--- config.mk ---
export PLATFORM = sky130hd
export DESIGN_NAME = cybercobra_run_ctrl
export DESIGN_NICKNAME = d
export VERILOG_FILES = /design/src/rtl/cybercobra_ctrl_pkg.sv /design/src/rtl/run_rate_div.sv /design/src/rtl/cybercobra_run_ctrl.sv
export SDC_FILE = /design/constraint.sdc
export NUM_CORES = 1
export LEC_CHECK = 0
export BUFFER_PORTS_ARGS = -buffer_cell sky130_fd_sc_hd__buf_2
export CAP_MARGIN = 20
export CELL_PAD_IN_SITES_DETAIL_PLACEMENT = 1
export CELL_PAD_IN_SITES_GLOBAL_PLACEMENT = 2
export CORE_ASPECT_RATIO = 1.25
export CORE_MARGIN = 2
export CORE_UTILIZATION = 30
export CTS_CLUSTER_DIAMETER = 60
export DETAILED_ROUTE_END_ITERATION = 10
export PLACE_DENSITY_LB_ADDON = 0.1
export SLEW_MARGIN = 20
export SYNTH_ARGS = -nofsm -noshare
export SYNTH_HDL_FRONTEND = slang
export SYNTH_SLANG_ARGS = --single-unit
--- constraint.sdc ---
create_clock -name clk_i -period 5.7 [get_ports clk_i]
set_input_delay 0.285 -clock clk_i [delete_from_list [all_inputs] [get_ports clk_i]]
set_output_delay 0.285 -clock clk_i [all_outputs]
set_load 0.01 [all_outputs]
--- src/rtl/cybercobra_ctrl_pkg.sv ---
// Shared types and constants for the CYBERcobra execution sequencer.
package cybercobra_ctrl_pkg;

    localparam int unsigned RATE_SEL_W = 4;

    typedef enum logic [1:0] {
        HALT  = 2'd0,
        RUN   = 2'd1,
        BREAK = 2'd2
    } run_state_t;

endpackage

--- src/rtl/run_rate_div.sv ---
// Free-running rate divider: ticks when the count reaches 2**shift_i - 1.
// A >= compare is used so a shrinking period never skips a tick.
module run_rate_div #(
    parameter int unsigned DIV_W   = 20,
    parameter int unsigned SHIFT_W = 5
) (
    input  logic               clk_i,
    input  logic               rst_i,
    input  logic               clr_i,
    input  logic [SHIFT_W-1:0] shift_i,
    output logic               tick_o
);

    logic [DIV_W-1:0] div_q;
    logic [DIV_W-1:0] div_d;
    logic [DIV_W-1:0] limit;

    // Terminal count and next divider value; clear has priority over counting.
    always_comb begin
        limit  = (DIV_W'(1) << shift_i) - DIV_W'(1);
        tick_o = (div_q >= limit);
        if (clr_i || tick_o) begin
            div_d = '0;
        end else begin
            div_d = div_q + DIV_W'(1);
        end
    end

    // Divider register.
    always_ff @(posedge clk_i) begin
        if (rst_i) begin
            div_q <= '0;
        end else begin
            div_q <= div_d;
        end
    end

endmodule

--- src/rtl/cybercobra_run_ctrl.sv ---
// Execution sequencer: turns step button, run switch and breakpoint into
// single-cycle core clock-enable pulses, and counts issued instructions.
module cybercobra_run_ctrl
    import cybercobra_ctrl_pkg::*;
#(
    parameter int unsigned MIN_SHIFT = 4,
    parameter int unsigned DIV_W     = 20,
    parameter int unsigned CNT_W     = 32
) (
    input  logic                  clk_i,
    input  logic                  rst_i,
    input  logic                  step_i,
    input  logic                  run_i,
    input  logic [RATE_SEL_W-1:0] rate_sel_i,
    input  logic                  bp_en_i,
    input  logic [31:0]           bp_addr_i,
    input  logic [31:0]           instr_addr_i,
    output logic                  core_en_o,
    output logic                  halted_o,
    output logic                  bp_hit_o,
    output logic [CNT_W-1:0]      instr_cnt_o
);

    localparam int unsigned SHIFT_W = $clog2(DIV_W);

    run_state_t       state_q, state_d;
    logic             step_q;
    logic             core_en_q, core_en_d;
    logic             halted_q, bp_hit_q;
    logic [CNT_W-1:0] cnt_q, cnt_d;
    logic             step_rise;
    logic             div_clr;
    logic             tick;
    logic [SHIFT_W-1:0] shift;

    assign shift = SHIFT_W'(rate_sel_i) + SHIFT_W'(MIN_SHIFT);

    run_rate_div #(
        .DIV_W   (DIV_W),
        .SHIFT_W (SHIFT_W)
    ) u_div (
        .clk_i   (clk_i),
        .rst_i   (rst_i),
        .clr_i   (div_clr),
        .shift_i (shift),
        .tick_o  (tick)
    );

    // Next state, issue decision and divider clear.
    always_comb begin
        state_d   = state_q;
        core_en_d = 1'b0;
        div_clr   = 1'b0;
        step_rise = step_i & ~step_q;
        case (state_q)
            HALT: begin
                // Run switch wins over a simultaneous step.
                if (run_i) begin
                    state_d = RUN;
                    div_clr = 1'b1;
                end else if (step_rise) begin
                    core_en_d = 1'b1;
                end
            end
            RUN: begin
                if (!run_i) begin
                    state_d = HALT;
                end else if (tick) begin
                    if (bp_en_i && (instr_addr_i == bp_addr_i)) begin
                        state_d = BREAK;
                    end else begin
                        core_en_d = 1'b1;
                    end
                end
            end
            BREAK: begin
                // Resume pulse executes the breakpoint instruction unchecked.
                if (!run_i) begin
                    state_d = HALT;
                end else if (step_rise) begin
                    core_en_d = 1'b1;
                    state_d   = RUN;
                    div_clr   = 1'b1;
                end
            end
            default: state_d = HALT;
        endcase
        cnt_d = core_en_d ? cnt_q + CNT_W'(1) : cnt_q;
    end

    // State, edge-detect, pulse and counter registers with registered status.
    always_ff @(posedge clk_i) begin
        if (rst_i) begin
            state_q   <= HALT;
            step_q    <= 1'b1; // button held through reset must not step
            core_en_q <= 1'b0;
            cnt_q     <= '0;
            halted_q  <= 1'b1;
            bp_hit_q  <= 1'b0;
        end else begin
            state_q   <= state_d;
            step_q    <= step_i;
            core_en_q <= core_en_d;
            cnt_q     <= cnt_d;
            halted_q  <= (state_d != RUN);
            bp_hit_q  <= (state_d == BREAK);
        end
    end

    assign core_en_o   = core_en_q;
    assign halted_o    = halted_q;
    assign bp_hit_o    = bp_hit_q;
    assign instr_cnt_o = cnt_q;

endmodule

==> flow_summary.yaml, run 1 <==
layout:
  instances_no_fill: 733
  seq_area_mm2: 0.00116
  multi_input_area_mm2: 0.00250
  final_cell_mix: "107 x buf_2, 58 x dfxtp_1, 49 x a21oi_1, 40 x nor2_1, 34 x xnor2_1"
  nFillCells: 1546
  area_growth_pct: 24.9
  final_common_cell: "buf_2"
  antenna_cells: 0
  nNetsFinal: 667
  drive_gt1_frac: 0.230
job:
  cap_violations: 0
placement:
  numPortBuffers: 107
  dp.final_hpwl_mm: 8.40
  gp_congestion: 0.811
  dp_cells: 718
floorplan:
  num_rows: 45
  dieHeight_um: 130
  dieArea_mm2: 0.0135
  ios: 108
  core-area_mm2: 0.0122
  initial_core_util: 0.310
  fp.dieW_um: 104
grt:
  grt_max_degree: 64
  grt_pass1_wl_mm: 18.4
  grt_pass1_vias: 3835
  grt_antenna_before_repair: 0
  grt.overflow.total: 0
  grt_use_total: 0.169
clock_tree:
  cts_num_sinks: 58
  cts_resized: 0
  cts-buffers-inserted: 9
  cts_max_level: 3
  cts_setup_buffers: 0
  cts_hold_buf: 0
  cts_buffer_depth: 2
  path_clk_slew_ps: 50
  ctsRootBufferMaster: "clkbuf_16"
  cts_tree: "done"
  insertion_delay_ps: 330
setup_path:
  cp.required_ps: 5940
  crit_path_top_delay_cell: "or4_1"
  critical_path.max_stage_delay_ps: 550
  rr_worst_depth: 10
  worstSetupPathDepth: 22
  cp_data_arrival_time_ps: 4970
  crit_fanout: 63
  critical_path_class: "input port to flop"
  end_kind: "flop"
  crit_path_start_kind: "input port"
  critical_path.top_delay_family: "simple AND/OR/NAND/NOR gates"
  crit_buf_inv: 3
  path_cells: "buf_2 > inv_1 > ha_1 > nand2b_1 > nor2_1 > nand3b_1 > ha_1 > or2_2 > nand2b_1 > nor2_1 > a21oi_1 > nor2_1 > a21oi_1 > ha_1 > nand2_1 > nor3_2 > a211oi_1 > o31ai_4 > a31oi_4 > buf_4 > or4_1 > a21oi_1"
yosys:
  synth_cell_types: 47
  yosysWarnings: 0
  synth_nets: 568
  avgSynthCellArea_um2: 8.13
  synth_cells: 466
  seq_area_frac_synth: 0.307
  syn-cell-area_mm2: 0.00379
  synth_seq_cells: 58
route:
  firstDrtPassIters: 4
  routed-wl-met2_mm: 5.98
  route.detailed.drc: 0
  drtIter0Drc: 93
  wire_per_inst_um: 15.0
  ant_nets: 0
  wirelength_met1_mm: 4.54
  wirelength_mm: 11.0
  dr_wl_met3_um: 317
  vias_per_cell: 5.11
  highest_layer: "met4"
  routed-via-count: 3746
timing:
  fin_tns_setup_ps: 0
  setup_viol: 0
  drv_slew: 0
  max_slew_margin: 0.514
  rsz0062_at_grt: "no"
  timing.final.crit_share: 0.830
  fin_skew_ps: 10.1
  hold_violations: 0
  worst_pin_slew_ps: 729
  fmax_mhz: 211
  period_needed_ps: 4730
power_and_ir_drop:
  total_power_w: 0.00106
  peakVddDrop_v: 0.0000984
  p_leak_nw: 1.87
  power.density_mw_per_mm2: 225
min_path:
  holdPathStages: 2
  hold_class: "input port to flop"
run_status:
  status: "complete, no violations"
==> path summary, 6_finish.rpt <==
check	from	endpoint	slack [ps]
hold reg to reg	instr_cnt_o[31]	instr_cnt_o[31]	490
hold / removal	step_i	step_q	180
setup reg to reg	u_div.div_q[0]	instr_cnt_o[1]	3050
setup / recovery	rate_sel_i[2]	instr_cnt_o[17]	970
==> layer usage <==
| metal | vias up | global-route usage |
|---|---|---|
| met5 | - | 0 |
| met4 | 0 | 0.0580 |
| met3 | 12 | 0.0352 |
| li1 | 1896 | - |
| met2 | 56 | 0.332 |
| met1 | 1782 | 0.177 |
==> cell usage after synthesis (all sizes together) <==
library cell	n	area [µm²]
buf	6	38.8
inv	9	33.8
and4	5	43.8
xnor2	34	298
a31oi	2	27.5
and3	9	61.3
o21ba	1	10.0
a22oi	2	15.0
and2	2	12.5
a41oi	1	8.76
nor2	40	150
nand2	33	124
or3	16	100
a21oi	49	245
nor2b	3	18.8
or3b	1	8.76
clkbuf	14	52.6
a21o	1	7.51
nand2b	9	56.3
or2	3	18.8
a22o	1	8.76
o21a	1	7.51
o31ai	17	141
xor2	19	166
ha	29	363
nand4	21	138
o22ai	1	6.26
nor4	2	12.5
nand3b	2	15.0
nor3b	1	7.51
nand3	19	95.1
dfxtp	58	1160
or4	16	120
o21ai	27	135
a211oi	1	7.51
nor3	8	45.0
mux2i	1	10.0
a211o	1	8.76
o21bai	1	7.51
==> registers in the layout, indices dropped and copies added (netlist names) <==
signal,cells
u_div.div_q,20
instr_cnt_o,32
bp_hit_o,1
halted_o,1
state_q,2
step_q,1
core_en_o,1
==> report_power, final <==
part / total, W / leakage (nW) / internal (W) / switching, W
sequential: 0.000411 / 0.468 / 0.000408 / 0.00000216
clock: 0.000537 / 0.142 / 0.000346 / 0.000191
combinational: 0.000117 / 1.26 / 0.0000552 / 0.0000619
total: 0.00106 / 1.87 / 0.000810 / 0.000255
==> cells by family after synthesis <==
logic type | count (synthesis) | share of synthesized area
compound gates | 106 | 0.168
buf+inv | 29 | 0.0330
mux | 1 | 0.00264
xor+xnor | 53 | 0.123
fa+ha+maj | 29 | 0.0958
flops | 58 | 0.307
simple gates | 190 | 0.271
==> stage by stage <==
step / utilization / area, µm² / setup WS, ps / hold slack (ps)
floorplan: - / 3790 / 1270 / 392
global route: 0.387 / 4730 / 500 / 181
CTS: 0.387 / 4730 / 982 / 174
finish: 0.387 / 4730 / 971 / 183
detailed placement: 0.364 / 4440 / 654 / 488
global placement: 0.364 / 4440 / 817 / 471
==> area by class of cell <==
cell class                      count  area share
Multi-Input combinational cell    379       0.529
Sequential cell                    58       0.245
Timing Repair Buffer              108       0.115
Clock buffer                       12      0.0521
Tap cell                          164      0.0434
Clock inverter                      3     0.00846
Inverter                            9     0.00714
(Power assumes the default switching activity.)
==> run 2: changes to the inputs <==
==> constraint.sdc (replaced) <==
create_clock -name clk_i -period 4.49 [get_ports clk_i]
set_input_delay 0.2245 -clock clk_i [delete_from_list [all_inputs] [get_ports clk_i]]
set_output_delay 0.2245 -clock clk_i [all_outputs]
set_load 0.01 [all_outputs]
==> flow_summary.yaml, run 2 (synthesis gave the netlist of run 1 again) <==
run_status:
  status: "complete, no violations"
route:
  vias_per_cell: 5.11
  route.detailed.drc: 0
  firstDrtPassIters: 4
  routed-via-count: 3771
  wire_per_inst_um: 15.0
  drtIter0Drc: 137
  wirelength_mm: 11.1
  ant_nets: 0
placement:
  numPortBuffers: 107
  gp_congestion: 0.767
  dp.final_hpwl_mm: 8.60
setup_path:
  crit_top_cell: "ha_1"
  crit_path_top_delay_cell: "or4_1"
  crit_fanout: 63
  critical_path_class: "input port to flop"
  crit_path_start_kind: "input port"
  rr_worst_depth: 7
  cp_data_arrival_time_ps: 4020
  cp.required_ps: 4740
  path_cells: "buf_2 > inv_1 > ha_1 > nand2b_1 > nor2_1 > nand3b_1 > ha_1 > or2_2 > o21ai_0 > a22o_1 > a21oi_1 > ha_1 > and4_1 > nand2_1 > o31ai_4 > a31oi_4 > buf_12 > or4_1 > a21oi_1"
  critical_path.max_stage_delay_ps: 530
  end_kind: "flop"
  crit-reg2reg-launch: "instr_cnt_o[0]"
  ff2ff_setup_slack_ps: 1900
  r2r-end: "instr_cnt_o[30]"
layout:
  multi_input_area_mm2: 0.00250
  final_common_cell: "buf_2"
  largest_register_ffs: 32
  final_cell_mix: "107 x buf_2, 58 x dfxtp_1, 49 x a21oi_1, 40 x nor2_1, 34 x xnor2_1"
  antenna_cells: 0
  seq_area_mm2: 0.00116
  area_growth_pct: 26.6
  drive_gt1_frac: 0.240
  nFillCells: 1520
  nNetsFinal: 673
floorplan:
  core-area_mm2: 0.0122
  dieHeight_um: 130
  ios: 108
  initial_core_util: 0.310
  dieArea_mm2: 0.0135
  fp.dieW_um: 104
  num_rows: 45
timing:
  fin_tns_setup_ps: 0
  worst_pin_slew_ps: 711
  period_needed_ps: 3780
  drv_slew: 0
  max_slew_margin: 0.526
  setup_viol: 0
  fin_skew_ps: 5.76
  rsz0062_at_grt: "no"
  fmax_mhz: 265
  timing.final.crit_share: 0.841
  hold_violations: 0
job:
  cap_violations: 0
grt:
  use_met1: 0.174
  grt_antenna_before_repair: 0
  grt_max_degree: 64
  grt_use_total: 0.169
  grt_pass1_wl_mm: 18.5
  use_met2: 0.334
  grt.overflow.total: 0
  globalRoute.busiestLayer: "met2"
  grt_util_met3: 0.0387
  grt_pass1_vias: 3935
min_path:
  min_from: "step_i"
  holdPathStages: 2
  min_to: "step_q"
  hold_class: "input port to flop"
power_and_ir_drop:
  power.switching_w: 0.000322
  p_int_w: 0.00104
  power.density_mw_per_mm2: 285
  p_leak_nw: 1.91
  comb_power_share: 0.114
  seqPwrFrac: 0.382
  peakVddDrop_v: 0.000150
  switching_share: 0.236
  total_power_w: 0.00137
  power_frac_clock: 0.504
clock_tree:
  cts-buffers-inserted: 9
  path_clk_slew_ps: 50
  cts_hold_buf: 0
  cts_max_level: 3
  ctsRootBufferMaster: "clkbuf_16"
  insertion_delay_ps: 320
  cts_tree: "done"
  cts_buffer_depth: 2
  cts_num_sinks: 58
  cts_resized: 0
  cts_setup_buffers: 0
==> run 2: changes by cell type in the layout (fill, tap and decap cells not counted), sizes merged <==
| cell | change |
|---|---|
| buf | +6 |
| clkbuf | -1 |
==> run 2: worst max path at each step <==
stage / startpoint / to / cells past startpoint
floorplan: rate_sel_i[2] / instr_cnt_o[24] / 24
global placement: rate_sel_i[2] / instr_cnt_o[31] / 22
detailed placement: rate_sel_i[3] / instr_cnt_o[30] / 22
CTS: rate_sel_i[3] / instr_cnt_o[30] / 19
global route: rate_sel_i[3] / instr_cnt_o[27] / 22
finish: rate_sel_i[3] / instr_cnt_o[30] / 19
==> run 2: power groups by stage <==
stage | Clock, W | Sequential, W | Combinational, W
after floorplan | 0 | 0.000532 | 0.0000920
after global placement | 0 | 0.000532 | 0.000154
after detailed placement | 0 | 0.000532 | 0.000158
after CTS | 0.000704 | 0.000521 | 0.000160
after global routing | 0.000728 | 0.000521 | 0.000177
final | 0.000688 | 0.000522 | 0.000156
==> run 2: through the flow <==
| stage | setup WS [ps] | instances | instance area [µm²] | util | hold slack, ps |
|---|---|---|---|---|---|
| 5_1_grt | 405 | 738 | 4790 | 0.392 | 130 |
| 2_1_floorplan | 125 | 466 | 3790 | - | 331 |
| 6_report | 715 | 738 | 4790 | 0.392 | 110 |
| 4_1_cts | 689 | 738 | 4790 | 0.392 | 106 |
| 3_5_place_dp | 381 | 724 | 4500 | 0.368 | 443 |
| 3_3_place_gp | 474 | 724 | 4500 | 0.368 | 434 |
==> run 2: layout make-up <==
type | count | share of cell area
Clock buffer | 11 | 0.0527
Clock inverter | 3 | 0.00835
Inverter | 9 | 0.00705
Multi-Input combinational cell | 379 | 0.522
Sequential cell | 58 | 0.242
Tap cell | 164 | 0.0428
Timing Repair Buffer | 114 | 0.125
==> run 2: critical path, delay by kind of cell <==
family / cells / cell delay, ps
AO/OA/AOI/OAI: 6 / 1030
adder cells (fa/ha/maj): 3 / 800
AND/OR/NAND/NOR: 7 / 1590
buffers and inverters: 3 / 380
==> run 2: per-layer routing <==
layer  share of wire  vias to the layer above
met4           0.021                        0
met3           0.029                       14
met5               0                        -
met1            0.40                     1804
li1                -                     1897
met2            0.55                       56
